File: src/rtl/slot_freelist_pkg.sv
// Shared constants and slot typedefs for the slot free-list allocator
// and the dispatch/retire logic that uses slot indices.
package slot_freelist_pkg;

    localparam int unsigned REQS  = 3;
    localparam int unsigned WIDTH = 16;
    localparam int unsigned IDX_W = $clog2(WIDTH);
    localparam int unsigned CNT_W = IDX_W + 1;

    typedef logic [IDX_W-1:0] slot_idx_t;
    typedef logic [CNT_W-1:0] slot_cnt_t;

endpackage

File: src/rtl/slot_freelist_onehot_enc.sv
// One-hot to binary encoder; converts one selector grant way to a slot index.
module onehot_enc
    import slot_freelist_pkg::*;
#(
    parameter int unsigned N_IN  = WIDTH,
    parameter int unsigned N_OUT = IDX_W
) (
    input  logic [N_IN-1:0]  onehot,
    output logic [N_OUT-1:0] idx
);

    // OR of set-bit positions; exact for a one-hot input
    always_comb begin
        idx = '0;
        for (int unsigned i = 0; i < N_IN; i++) begin
            if (onehot[i]) begin
                idx = idx | N_OUT'(i);
            end
        end
    end

endmodule

File: src/rtl/slot_freelist.sv
// Slot free-list: publishes free slots to the multi-grant selector, turns
// its grants into allocated indices (all-or-nothing) and absorbs releases.
module slot_freelist
    import slot_freelist_pkg::*;
(
    input  logic                    clock,
    input  logic                    reset,
    input  logic [REQS-1:0]         alloc_req,
    output logic                    alloc_ok,
    output logic [REQS*IDX_W-1:0]   alloc_idx,
    input  logic [REQS-1:0]         free_valid,
    input  logic [REQS*IDX_W-1:0]   free_idx,
    input  logic                    flush,
    output logic [WIDTH-1:0]        sel_req,
    input  logic [WIDTH*REQS-1:0]   sel_gnt_bus,
    output logic [CNT_W-1:0]        free_cnt,
    output logic                    none_free
);

    function automatic slot_cnt_t popcount_ways(input logic [REQS-1:0] v);
        slot_cnt_t s;
        s = '0;
        for (int unsigned i = 0; i < REQS; i++) begin
            s = s + CNT_W'(v[i]);
        end
        return s;
    endfunction

    logic [WIDTH-1:0] free_q;
    logic [WIDTH-1:0] free_d;
    slot_cnt_t        cnt_q;
    slot_cnt_t        cnt_d;
    logic             none_q;
    slot_cnt_t        n_req;
    slot_cnt_t        n_free;

    always_comb begin
        n_req  = popcount_ways(alloc_req);
        n_free = popcount_ways(free_valid);
    end

    assign alloc_ok = (n_req != '0) && (cnt_q >= n_req);

    // Per-way grant decode; index forced to zero unless the way really allocates
    for (genvar j = 0; j < REQS; j++) begin : g_way
        slot_idx_t enc_idx;

        onehot_enc #(
            .N_IN  (WIDTH),
            .N_OUT (IDX_W)
        ) u_enc (
            .onehot (sel_gnt_bus[j*WIDTH +: WIDTH]),
            .idx    (enc_idx)
        );

        assign alloc_idx[j*IDX_W +: IDX_W] = (alloc_ok && alloc_req[j]) ? enc_idx : '0;
    end

    // Flush wins; otherwise grants clear and releases set disjoint bits
    always_comb begin
        free_d = free_q;
        cnt_d  = cnt_q;
        if (flush) begin
            free_d = '1;
            cnt_d  = CNT_W'(WIDTH);
        end else begin
            if (alloc_ok) begin
                for (int unsigned j = 0; j < REQS; j++) begin
                    if (alloc_req[j]) begin
                        free_d = free_d & ~sel_gnt_bus[j*WIDTH +: WIDTH];
                    end
                end
            end
            for (int unsigned j = 0; j < REQS; j++) begin
                if (free_valid[j]) begin
                    free_d[free_idx[j*IDX_W +: IDX_W]] = 1'b1;
                end
            end
            cnt_d = cnt_q - (alloc_ok ? n_req : '0) + n_free;
        end
    end

    always_ff @(posedge clock or posedge reset) begin
        if (reset) begin
            free_q <= '1;
            cnt_q  <= CNT_W'(WIDTH);
            none_q <= 1'b0;
        end else begin
            free_q <= free_d;
            cnt_q  <= cnt_d;
            none_q <= (cnt_d == '0);
        end
    end

    assign sel_req   = free_q;
    assign free_cnt  = cnt_q;
    assign none_free = none_q;

    // Simulation checks on illegal traffic and the count invariant
    a_cnt_matches_vector: assert property (@(posedge clock) disable iff (reset)
        cnt_q == CNT_W'($countones(free_q)));

    a_req_contiguous: assert property (@(posedge clock) disable iff (reset)
        ((alloc_req + REQS'(1)) & alloc_req) == '0);

    for (genvar j = 0; j < REQS; j++) begin : g_chk
        a_release_busy: assert property (@(posedge clock) disable iff (reset)
            free_valid[j] |-> !free_q[free_idx[j*IDX_W +: IDX_W]]);

        a_grant_onehot_free: assert property (@(posedge clock) disable iff (reset)
            (alloc_ok && alloc_req[j]) |->
                ($onehot(sel_gnt_bus[j*WIDTH +: WIDTH]) &&
                 ((sel_gnt_bus[j*WIDTH +: WIDTH] & ~free_q) == '0)));

        for (genvar k = j + 1; k < REQS; k++) begin : g_pair
            a_release_distinct: assert property (@(posedge clock) disable iff (reset)
                !(free_valid[j] && free_valid[k] &&
                  (free_idx[j*IDX_W +: IDX_W] == free_idx[k*IDX_W +: IDX_W])));
        end
    end

endmodule
File: config.mk
export PLATFORM = sky130hd
export DESIGN_NAME = slot_freelist
export DESIGN_NICKNAME = d
export VERILOG_FILES = /design/src/rtl/slot_freelist_pkg.sv /design/src/rtl/slot_freelist_onehot_enc.sv /design/src/rtl/slot_freelist.sv
export SDC_FILE = /design/constraint.sdc
export NUM_CORES = 1
export LEC_CHECK = 0
export BUFFER_PORTS_ARGS = -buffer_cell sky130_fd_sc_hd__buf_4
export CAP_MARGIN = 15
export CORE_MARGIN = 2
export CORE_UTILIZATION = 45
export CTS_CLUSTER_DIAMETER = 60
export DETAILED_ROUTE_END_ITERATION = 12
export GPL_TIMING_DRIVEN = 0
export PLACE_DENSITY_LB_ADDON = 0.15
export SYNTH_ARGS = -nofsm -noshare
export SYNTH_HDL_FRONTEND = slang
export SYNTH_SLANG_ARGS = --single-unit
File: constraint.sdc
create_clock -name clock -period 3.6 [get_ports clock]
set_input_delay 0.72 -clock clock [delete_from_list [all_inputs] [get_ports clock]]
set_output_delay 0.72 -clock clock [all_outputs]
set_load 0.05 [all_outputs]
==> flow_metrics.py, run 1 <==
metrics = {
    "timing": {
        "period_share": 1.15,
        "hold_viol": 0,
        "slew_headroom": 0.384,
        "skew_ns": 0.0163,
        "final_max_slew_viol_count": 0,
        "timing.final.ws_setup_ns": -0.528,
        "worst_pin_slew_ns": 0.915,
        "clock.fmax_mhz": 242,
        "rsz0062_at_grt": "yes",
        "holdWs_ns": 0.617,
        "tns_ns": -1.27,
        "period_minus_slack_ns": 4.13,
        "setup_viol": 5,
    },
    "detailed_routing": {
        "wl_per_cell_um": 18.5,
        "antenna_left": 0,
        "totalWireLength_mm": 8.57,
        "vias": 2830,
        "drt_pre_antenna_iters": 5,
        "drt_iter0_drc": 231,
        "drc": 0,
        "via_per_inst": 6.11,
    },
    "grt": {
        "grt_first_pass_wirelength_mm": 12.8,
        "grt_overflow_total": 0,
        "grt_max_degree": 23,
        "antenna_found_initial": 0,
        "top_usage_layer": "met2",
        "grt_use_met1": 0.425,
        "gr-usage-met2": 0.505,
        "track_usage": 0.302,
        "use_met3": 0.0434,
        "grt_pass1_vias": 2585,
    },
    "finish": {
        "multi_input_area_um2": 1710,
        "area_delta_synth_final_pct": 59.3,
        "drive_gt1_frac": 0.432,
        "fin_cells": 463,
        "n_antenna_cell": 0,
        "nets": 482,
        "fillers": 375,
        "regArea_um2": 572,
        "design_area_um2": 3510,
    },
    "clock_network": {
        "h-tree-depth": 1,
        "cts-root-buf": "clkbuf_8",
        "clk_pin_slew_worst_paths_ns": 0.10,
        "numCtsBuffers": 3,
        "clk_latency_ns": 0.27,
        "cts_tree": "yes",
        "cts.path.max_buffers": 2,
        "cts_num_sinks": 22,
    },
    "placed_design": {
        "place_congestion": 1.02,
        "dp.cells": 446,
        "port-buffer-count": 103,
        "placed_cell_area_um2": 3100,
        "dp_hpwl_mm": 6.56,
    },
    "worst_setup_path": {
        "critical_path_class": "in -> reg",
        "crit_path_start_kind": "input port",
        "worstPathArrival_ns": 4.33,
        "crit_fanout": 2,
        "worstPathRequired_ns": 3.80,
        "endpoint_kind": "flip-flop",
    },
    "power": {
        "p_per_area_nw_per_um2": 734,
        "p_leak_nw": 1.59,
        "ir_worst_vdd_mv": 0.512,
        "power_mw": 2.58,
    },
    "synthesis": {
        "synth_area_um2": 2200,
        "ys_seq_elements": 22,
        "syn_inst": 276,
        "ys_types": 45,
        "yosys_warnings": 0,
        "ys_seq_area_frac": 0.259,
        "synth_nets": 361,
        "synth.avg_cell_area_um2": 7.99,
    },
    "floorplanning": {
        "ios": 104,
        "die_area_um2": 5480,
        "start_util": 0.467,
        "core_um2": 4720,
        "chipWidth_um": 74.0,
        "row_count": 25,
        "die_h_um": 74.0,
    },
    "outcome": {
        "violations": "setup timing",
        "status": "finished with violations",
    },
    "hold_path": {
        "hp-class": "in -> async",
    },
    "flow_run": {
        "cap_violations": 0,
    },
}
-- cell type report --
type | instances | area share
sequential | 22 | 0.163
timing repair inverter | 1 | 0.00249
tap | 67 | 0.0239
timing repair buffer | 115 | 0.273
clock inverter | 1 | 0.00855
inverter | 13 | 0.0160
buffer | 10 | 0.0153
clock buffer | 3 | 0.0118
multi-input combinational | 231 | 0.487
-- cells in the mapped netlist (all sizes together) --
| cell | number | area [µm²] |
|---|---|---|
| a2111o | 4 | 45.0 |
| a211o | 12 | 105 |
| a211oi | 1 | 7.51 |
| a21boi | 2 | 18.8 |
| a21o | 5 | 37.5 |
| a21oi | 2 | 10.0 |
| a221oi | 1 | 8.76 |
| a22oi | 23 | 173 |
| a311oi | 1 | 8.76 |
| a31oi | 2 | 18.8 |
| a32oi | 4 | 35.0 |
| and2b | 1 | 7.51 |
| and3 | 12 | 75.1 |
| and3b | 5 | 43.8 |
| buf | 3 | 21.3 |
| clkbuf | 7 | 26.3 |
| dfrtp | 5 | 125 |
| dfstp | 17 | 447 |
| fa | 3 | 60.1 |
| ha | 13 | 163 |
| inv | 13 | 48.8 |
| mux2 | 1 | 11.3 |
| nand2 | 35 | 131 |
| nand2b | 5 | 31.3 |
| nand3 | 39 | 195 |
| nand3b | 2 | 15.0 |
| nand4 | 2 | 12.5 |
| nand4b | 1 | 8.76 |
| nor2 | 16 | 60.1 |
| nor2b | 11 | 68.8 |
| nor3 | 7 | 35.0 |
| nor3b | 3 | 22.5 |
| nor4 | 10 | 62.6 |
| o211ai | 1 | 7.51 |
| o21ai | 1 | 8.76 |
| o311ai | 1 | 8.76 |
| o31ai | 1 | 7.51 |
| or3 | 1 | 6.26 |
| or3b | 1 | 8.76 |
| xnor2 | 1 | 8.76 |
| xor2 | 1 | 8.76 |
-- power breakdown --
| part | internal, mW | total, mW | switching, mW | leakage [nW] |
|---|---|---|---|---|
| Sequential | 0.359 | 0.422 | 0.0629 | 0.244 |
| Combinational | 0.817 | 1.92 | 1.10 | 1.31 |
| Clock | 0.149 | 0.237 | 0.0887 | 0.0357 |
| Total | 1.32 | 2.58 | 1.25 | 1.59 |
-- per-layer routing --
layer  up-vias  share of wire  wire length (µm)
met5         -              0                 0
met4         0          0.013               112
met3        14          0.092               789
met2       191           0.48              4110
met1      1339           0.42              3560
li1       1286              -                 -
-- per-stage QoR --
stage,setup slack (ns),utilization
final,-0.528,0.744
after global routing,-0.650,0.744
after CTS,-0.590,0.696
after detailed placement,-0.959,0.657
after global placement,-0.881,0.657
after floorplan,-0.468,-
-- placed cells by master (no fill, tap or decap), types with 7 or more instances in the layout --
master	count
buf_4	100
nand3_1	37
nand2_1	34
a22oi_1	23
dfstp_2	17
nor2_1	16
a211o_1	12
inv_1	11
nor4_1	10
ha_1	10
buf_8	10
nor2b_1	9
and3_4	9
clkbuf_1	7
buf_6	7
-- worst paths after layout --
path / startpoint / end / slack (ns) / depth (start not counted)
setup / recovery: alloc_req[0] / none_free / -0.53 / 16
hold / removal: reset / free_cnt[0] / 0.62 / 2
setup reg to reg: free_cnt[4] / none_free / -0.07 / 15
hold reg to reg: sel_req[4] / sel_req[4] / 0.63 / 1
max in group asynchronous: reset / free_cnt[3] / 2.46 / 2
min in group clock: flush / free_cnt[1] / 0.62 / 2
-- flip-flops by register name (all words and copies together) (netlist names) --
name and flops:
none_free 1, free_cnt 5, sel_req 16
-- cells by family (layout without fill, tap and decap cells) --
logic type,after synthesis,after routing,share of synthesized area
AND/OR/NAND/NOR,151,151,0.356
multiplexers,1,1,0.00511
flip-flops,22,22,0.259
adder cells (fa/ha/maj),16,16,0.101
XOR/XNOR,2,2,0.00795
AO/OA/AOI/OAI,61,61,0.227
buffers and inverters,23,143,0.0437
-- timing repair --
item,CTS,global route
resized for setup,21,36
hold buffers,0,0
cloned,0,1
endpoints found under the setup margin,6,16
pin swaps,8,15
setup buffers,5,7
-- worst max-delay path, stage by stage --
cell     delay (ns)
buf_6          0.10
fa_1           0.50
ha_2           0.18
or3b_4         0.39
nand2_4        0.08
a31oi_4        0.10
nor2b_4        0.16
ha_4           0.22
fa_1           0.54
inv_2          0.05
ha_4           0.16
fa_2           0.36
xnor2_1        0.17
nor2_1         0.08
or3_1          0.40
nor3_2         0.11
(Power assumes the default switching activity.)
==> run 2, diff against run 1 <==
--- a/config.mk
+++ b/config.mk
@@ -5,14 +5,16 @@
 export SDC_FILE = /design/constraint.sdc
 export NUM_CORES = 1
 export LEC_CHECK = 0
+export ABC_CLOCK_PERIOD_IN_PS = 3600
 export BUFFER_PORTS_ARGS = -buffer_cell sky130_fd_sc_hd__buf_4
 export CAP_MARGIN = 15
 export CORE_MARGIN = 2
-export CORE_UTILIZATION = 45
+export CORE_UTILIZATION = 43
 export CTS_CLUSTER_DIAMETER = 60
 export DETAILED_ROUTE_END_ITERATION = 12
 export GPL_TIMING_DRIVEN = 0
 export PLACE_DENSITY_LB_ADDON = 0.15
+export SETUP_SLACK_MARGIN = 0.5
 export SYNTH_ARGS = -nofsm -noshare
 export SYNTH_HDL_FRONTEND = slang
 export SYNTH_SLANG_ARGS = --single-unit
==> run 2 against run 1 <==
  * Maximum frequency is 0.84% higher
  * First-iteration DRC count is 20% lower
  * Hold slack better by 0.014 ns
  * Cell area is 0.21% lower
  * The flow still finishes with violations (setup timing)
  * Global-route usage is 0.95 points higher
  * Largest cell class unchanged
==> flow_metrics.py, run 2 (synthesis gave the netlist of run 1 again) <==
metrics = {
    "timing": {
        "slew_headroom": 0.399,
        "rsz0062_at_grt": "yes",
        "period_minus_slack_ns": 4.09,
        "skew_ns": 0.00874,
        "worst_pin_slew_ns": 0.901,
        "tns_ns": -1.39,
        "final_max_slew_viol_count": 0,
        "setup_viol": 5,
        "period_share": 1.14,
        "hold_viol": 0,
        "timing.final.ws_setup_ns": -0.494,
        "clock.fmax_mhz": 244,
    },
    "finish": {
        "mostFrequentLayoutCell": "buf_4",
        "layout_common_cells": "97 x buf_4, 38 x nand3_1, 34 x nand2_1",
        "fillers": 424,
        "design_area_um2": 3500,
        "post-route-util": 0.695,
        "drive_gt1_frac": 0.431,
        "n_antenna_cell": 0,
        "largest_register_ffs": 16,
        "area_delta_synth_final_pct": 59.0,
        "nets": 480,
    },
    "detailed_routing": {
        "antenna_left": 0,
        "drc": 0,
        "drt_iter0_drc": 185,
        "drt_pre_antenna_iters": 5,
        "wl_met3_um": 782,
        "via_per_inst": 6.01,
        "wl_met1_mm": 3.77,
        "wl_per_cell_um": 19.8,
        "top_layer": "met4",
        "vias": 2790,
        "wl_met2_mm": 4.40,
        "totalWireLength_mm": 9.17,
    },
    "floorplanning": {
        "chipWidth_um": 75.6,
        "start_util": 0.437,
        "ios": 104,
        "die_area_um2": 5720,
        "core_um2": 5040,
        "die_h_um": 75.6,
        "row_count": 26,
    },
    "clock_network": {
        "cts_tree": "yes",
        "clk_latency_ns": 0.27,
        "holdBufCountCts": 0,
        "clk_pin_slew_worst_paths_ns": 0.09,
        "h-tree-depth": 1,
        "cts_num_sinks": 22,
        "cts-root-buf": "clkbuf_8",
        "cts.path.max_buffers": 2,
        "numCtsBuffers": 3,
    },
    "worst_setup_path": {
        "r2r_cells": 15,
        "worstPathArrival_ns": 4.30,
        "rr_endpoint": "none_free",
        "rrSetupSlack_ns": -0.01,
        "reg2reg_from": "free_cnt[4]",
        "worstPathRequired_ns": 3.80,
        "crit_fanout": 3,
        "crit_path_start_kind": "input port",
        "endpoint_kind": "flip-flop",
        "critical_path_class": "in -> reg",
    },
    "placed_design": {
        "dp_worst_setup_slack_ns": -0.880,
        "port-buffer-count": 103,
        "dp_hpwl_mm": 7.23,
        "placed_cell_area_um2": 3210,
        "place_congestion": 0.927,
    },
    "power": {
        "p_per_area_nw_per_um2": 741,
        "p_leak_nw": 1.59,
        "power_mw": 2.60,
        "ir_worst_vdd_mv": 0.910,
    },
    "grt": {
        "grt_first_pass_wirelength_mm": 13.3,
        "grt_max_degree": 23,
        "grt_overflow_total": 0,
        "track_usage": 0.311,
        "grt_pass1_vias": 2637,
        "antenna_found_initial": 0,
    },
    "hold_path": {
        "hp-class": "reg -> reg",
        "worstHoldStart": "sel_req[5]",
        "hold-path-endpoint": "sel_req[5]",
        "whs_path_depth": 1,
    },
    "flow_run": {
        "cap_violations": 0,
    },
    "outcome": {
        "violations": "setup timing",
        "status": "finished with violations",
    },
}
run 2: cell count changes in the layout (fill, tap and decap cells not counted), sizes merged:
| cell | change |
|---|---|
| buf | -2 |
run 2: worst max-delay path by stage:
stage	start	endpoint	slack, ns	cells after the start
2_1_floorplan	alloc_req[0]	none_free	-0.45	15
3_3_place_gp	alloc_req[0]	none_free	-0.83	16
3_5_place_dp	alloc_req[0]	none_free	-0.88	16
4_1_cts	alloc_req[2]	none_free	-0.50	16
5_1_grt	alloc_req[2]	none_free	-0.60	16
6_report	alloc_req[2]	none_free	-0.49	16
run 2: critical path, stage by stage:
cell and delay, ns:
buf_8 0.10, fa_2 0.51, ha_4 0.18, or3b_4 0.37, nand2_2 0.07, a31oi_1 0.08
nor2b_1 0.17, ha_1 0.27, fa_2 0.54, inv_2 0.04, ha_4 0.15, fa_2 0.37
xnor2_2 0.15, nor2_1 0.07, or3_1 0.40, nor3_2 0.10
run 2: power breakdown:
part | internal, mW | leakage [nW] | total (mW) | switching (mW)
logic | 0.852 | 1.31 | 1.93 | 1.07
clock network | 0.149 | 0.0357 | 0.238 | 0.0893
registers | 0.359 | 0.244 | 0.432 | 0.0728
total | 1.36 | 1.59 | 2.60 | 1.24
run 2: area by class of cell:
type	instances	area [µm²]	share of cell area
Sequential cell	22	572	0.163
Inverter	13	61.3	0.0175
Timing Repair inverter	1	8.76	0.00250
Timing Repair Buffer	113	950	0.271
Multi-Input combinational cell	231	1700	0.485
Clock buffer	3	41.3	0.0118
Clock inverter	1	30.0	0.00857
Buffer	10	53.8	0.0154
Tap cell	70	87.6	0.0250
run 2: timing repair:
action | 4_1_cts | 5_1_grt
cloned | 0 | 1
resized for setup | 31 | 6
pin swaps | 6 | 1
setup endpoints to repair | 19 | 19
buffers inserted | 7 | 3
run 2: per-layer routing:
layer  global-route usage  up-vias
met5                    0        -
met4               0.0936        0
met3               0.0370       28
met2                0.539      174
met1                0.408     1303
li1                     -     1285
run 2: stage by stage:
stage | hold slack, ns | instances
2_1_floorplan | 0.697 | 276
3_3_place_gp | 0.615 | 449
3_5_place_dp | 0.620 | 449
4_1_cts | 0.632 | 460
5_1_grt | 0.640 | 464
6_report | 0.631 | 464
==> run 3, diff against run 2 <==
--- a/config.mk
+++ b/config.mk
@@ -8,13 +8,14 @@
 export ABC_CLOCK_PERIOD_IN_PS = 3600
 export BUFFER_PORTS_ARGS = -buffer_cell sky130_fd_sc_hd__buf_4
 export CAP_MARGIN = 15
-export CORE_MARGIN = 2
 export CORE_UTILIZATION = 43
 export CTS_CLUSTER_DIAMETER = 60
 export DETAILED_ROUTE_END_ITERATION = 12
 export GPL_TIMING_DRIVEN = 0
+export MAX_ROUTING_LAYER = met4
 export PLACE_DENSITY_LB_ADDON = 0.15
 export SETUP_SLACK_MARGIN = 0.5
+export SLEW_MARGIN = 30
 export SYNTH_ARGS = -nofsm -noshare
 export SYNTH_HDL_FRONTEND = slang
 export SYNTH_SLANG_ARGS = --single-unit
==> run 3 against run 2 <==
  * The flow still finishes with violations (setup timing)
  * Maximum frequency fell by 1.2%
  * Critical path type unchanged
  * Critical path depth is the same
  * Sequential power hardly changed
  * Cell count increased by 2.2%
  * Setup slack worse by 0.048 ns
  * Combinational power up 11%
  * Total power up 8.8%
  * Non-clock buffer count rose by 14
  * First-iteration DRC count is 120% higher
  * Sequential cell count did not move
  * Register-to-register slack got worse by 0.09 ns
  * Largest power group unchanged
==> flow_metrics.py, run 3 (synthesis gave the netlist of run 1 again) <==
metrics = {
    "finish": {
        "nets": 493,
        "mostFrequentLayoutCell": "buf_4",
        "drive_gt1_frac": 0.464,
        "post-route-util": 0.774,
        "layout_common_cells": "94 x buf_4, 38 x nand3_1, 33 x nand2_1",
        "n_antenna_cell": 0,
        "largest_register_ffs": 16,
        "area_delta_synth_final_pct": 69.0,
    },
    "detailed_routing": {
        "drc": 0,
        "antenna_left": 0,
        "vias": 3033,
        "drt_pre_antenna_iters": 8,
        "wl_per_cell_um": 21.1,
        "totalWireLength_mm": 10.0,
        "drt_iter0_drc": 400,
        "via_per_inst": 6.40,
    },
    "outcome": {
        "violations": "setup timing",
        "status": "finished with violations",
    },
    "clock_network": {
        "clk_pin_slew_worst_paths_ns": 0.09,
        "cts_num_sinks": 22,
        "holdBufCountCts": 0,
        "h-tree-depth": 1,
        "cts_tree": "yes",
        "cts.path.max_buffers": 2,
        "numCtsBuffers": 3,
        "cts-root-buf": "clkbuf_8",
        "clk_latency_ns": 0.27,
    },
    "timing": {
        "period_share": 1.15,
        "timing.final.ws_setup_ns": -0.542,
        "rsz0062_at_grt": "yes",
        "skew_ns": 0.00172,
        "clock.fmax_mhz": 241,
        "period_minus_slack_ns": 4.14,
        "worst_pin_slew_ns": 0.941,
        "holdWs_ns": 0.509,
        "hold_viol": 0,
        "setup_viol": 18,
        "slew_headroom": 0.367,
        "final_max_slew_viol_count": 0,
        "tns_ns": -7.11,
    },
    "worst_setup_path": {
        "worstPathRequired_ns": 3.80,
        "worstPathArrival_ns": 4.34,
        "endpoint_kind": "flip-flop",
        "crit_fanout": 2,
        "critical_path_class": "in -> reg",
        "r2r_cells": 15,
        "crit_path_start_kind": "input port",
    },
    "floorplanning": {
        "chipWidth_um": 73.6,
        "ios": 104,
        "die_h_um": 73.6,
        "start_util": 0.458,
        "die_area_um2": 5420,
        "core_um2": 4820,
        "row_count": 25,
    },
    "grt": {
        "antenna_found_initial": 0,
        "grt_max_degree": 23,
        "track_usage": 0.387,
        "grt_first_pass_wirelength_mm": 15.2,
        "grt_overflow_total": 0,
        "grt_pass1_vias": 2966,
    },
    "power": {
        "power_mw": 2.82,
        "p_leak_nw": 1.67,
        "p_per_area_nw_per_um2": 758,
        "ir_worst_vdd_mv": 0.819,
    },
    "flow_run": {
        "cap_violations": 0,
    },
    "placed_design": {
        "dp_hpwl_mm": 7.09,
        "dp_worst_setup_slack_ns": -0.895,
        "place_congestion": 0.994,
        "port-buffer-count": 103,
    },
    "hold_path": {
        "hp-class": "in -> async",
    },
}
run 3: layer usage:
metal | up-vias | part of all wire | wire length (µm) | track usage
met5 | - | 0 | 0 | -
met1 | 1391 | 0.37 | 3750 | 0.480
met4 | 0 | 0.040 | 397 | 0.139
met3 | 55 | 0.13 | 1270 | 0.0960
li1 | 1308 | - | - | -
met2 | 279 | 0.46 | 4590 | 0.611
run 3: area by class of cell:
class / instances / area, µm²
timing repair buffer: 127 / 1130
fill: 346 / 1090
buffer: 10 / 53.8
clock buffer: 3 / 41.3
clock inverter: 1 / 30.0
tap: 67 / 83.8
inverter: 13 / 61.3
multi-input combinational: 231 / 1750
sequential: 22 / 572
run 3: stage by stage:
step | cell area, µm² | std cells
after floorplan | 2340 | 276
after global placement | 3200 | 446
after detailed placement | 3200 | 446
after CTS | 3670 | 473
after global routing | 3730 | 474
final | 3730 | 474
run 3: critical path, cell delays in order:
cell and delay (ns):
buf_6 0.10, fa_2 0.49, ha_4 0.17, or3b_4 0.40
nand2_4 0.09, a31oi_1 0.09, nor2b_2 0.19, ha_1 0.27
fa_1 0.50, inv_2 0.05, ha_4 0.15, fa_2 0.42
xnor2_2 0.15, nor2_2 0.05, or3_4 0.38, nor3_2 0.10
run 3: timing repair:
item,4_1_cts,5_1_grt
buffers inserted,23,1
setup endpoints to repair,19,35
cloned,0,0
pin swaps,15,11
endpoints found under the hold margin,0,0
resized for setup,52,11
run 3: worst paths after layout:
kind                               from          end  slack, ns
max reg2reg                 free_cnt[3]    none_free      -0.10
min                               reset  free_cnt[1]       0.51
min reg2reg                  sel_req[9]   sel_req[9]       0.63
max in group asynchronous         reset  sel_req[14]       2.71
min in group clock           sel_req[9]   sel_req[9]       0.63
max                        alloc_req[0]    none_free      -0.54
run 3: power breakdown:
part / internal, mW / switching [mW]
clock network: 0.149 / 0.0881
logic: 0.995 / 1.16
registers: 0.359 / 0.0747
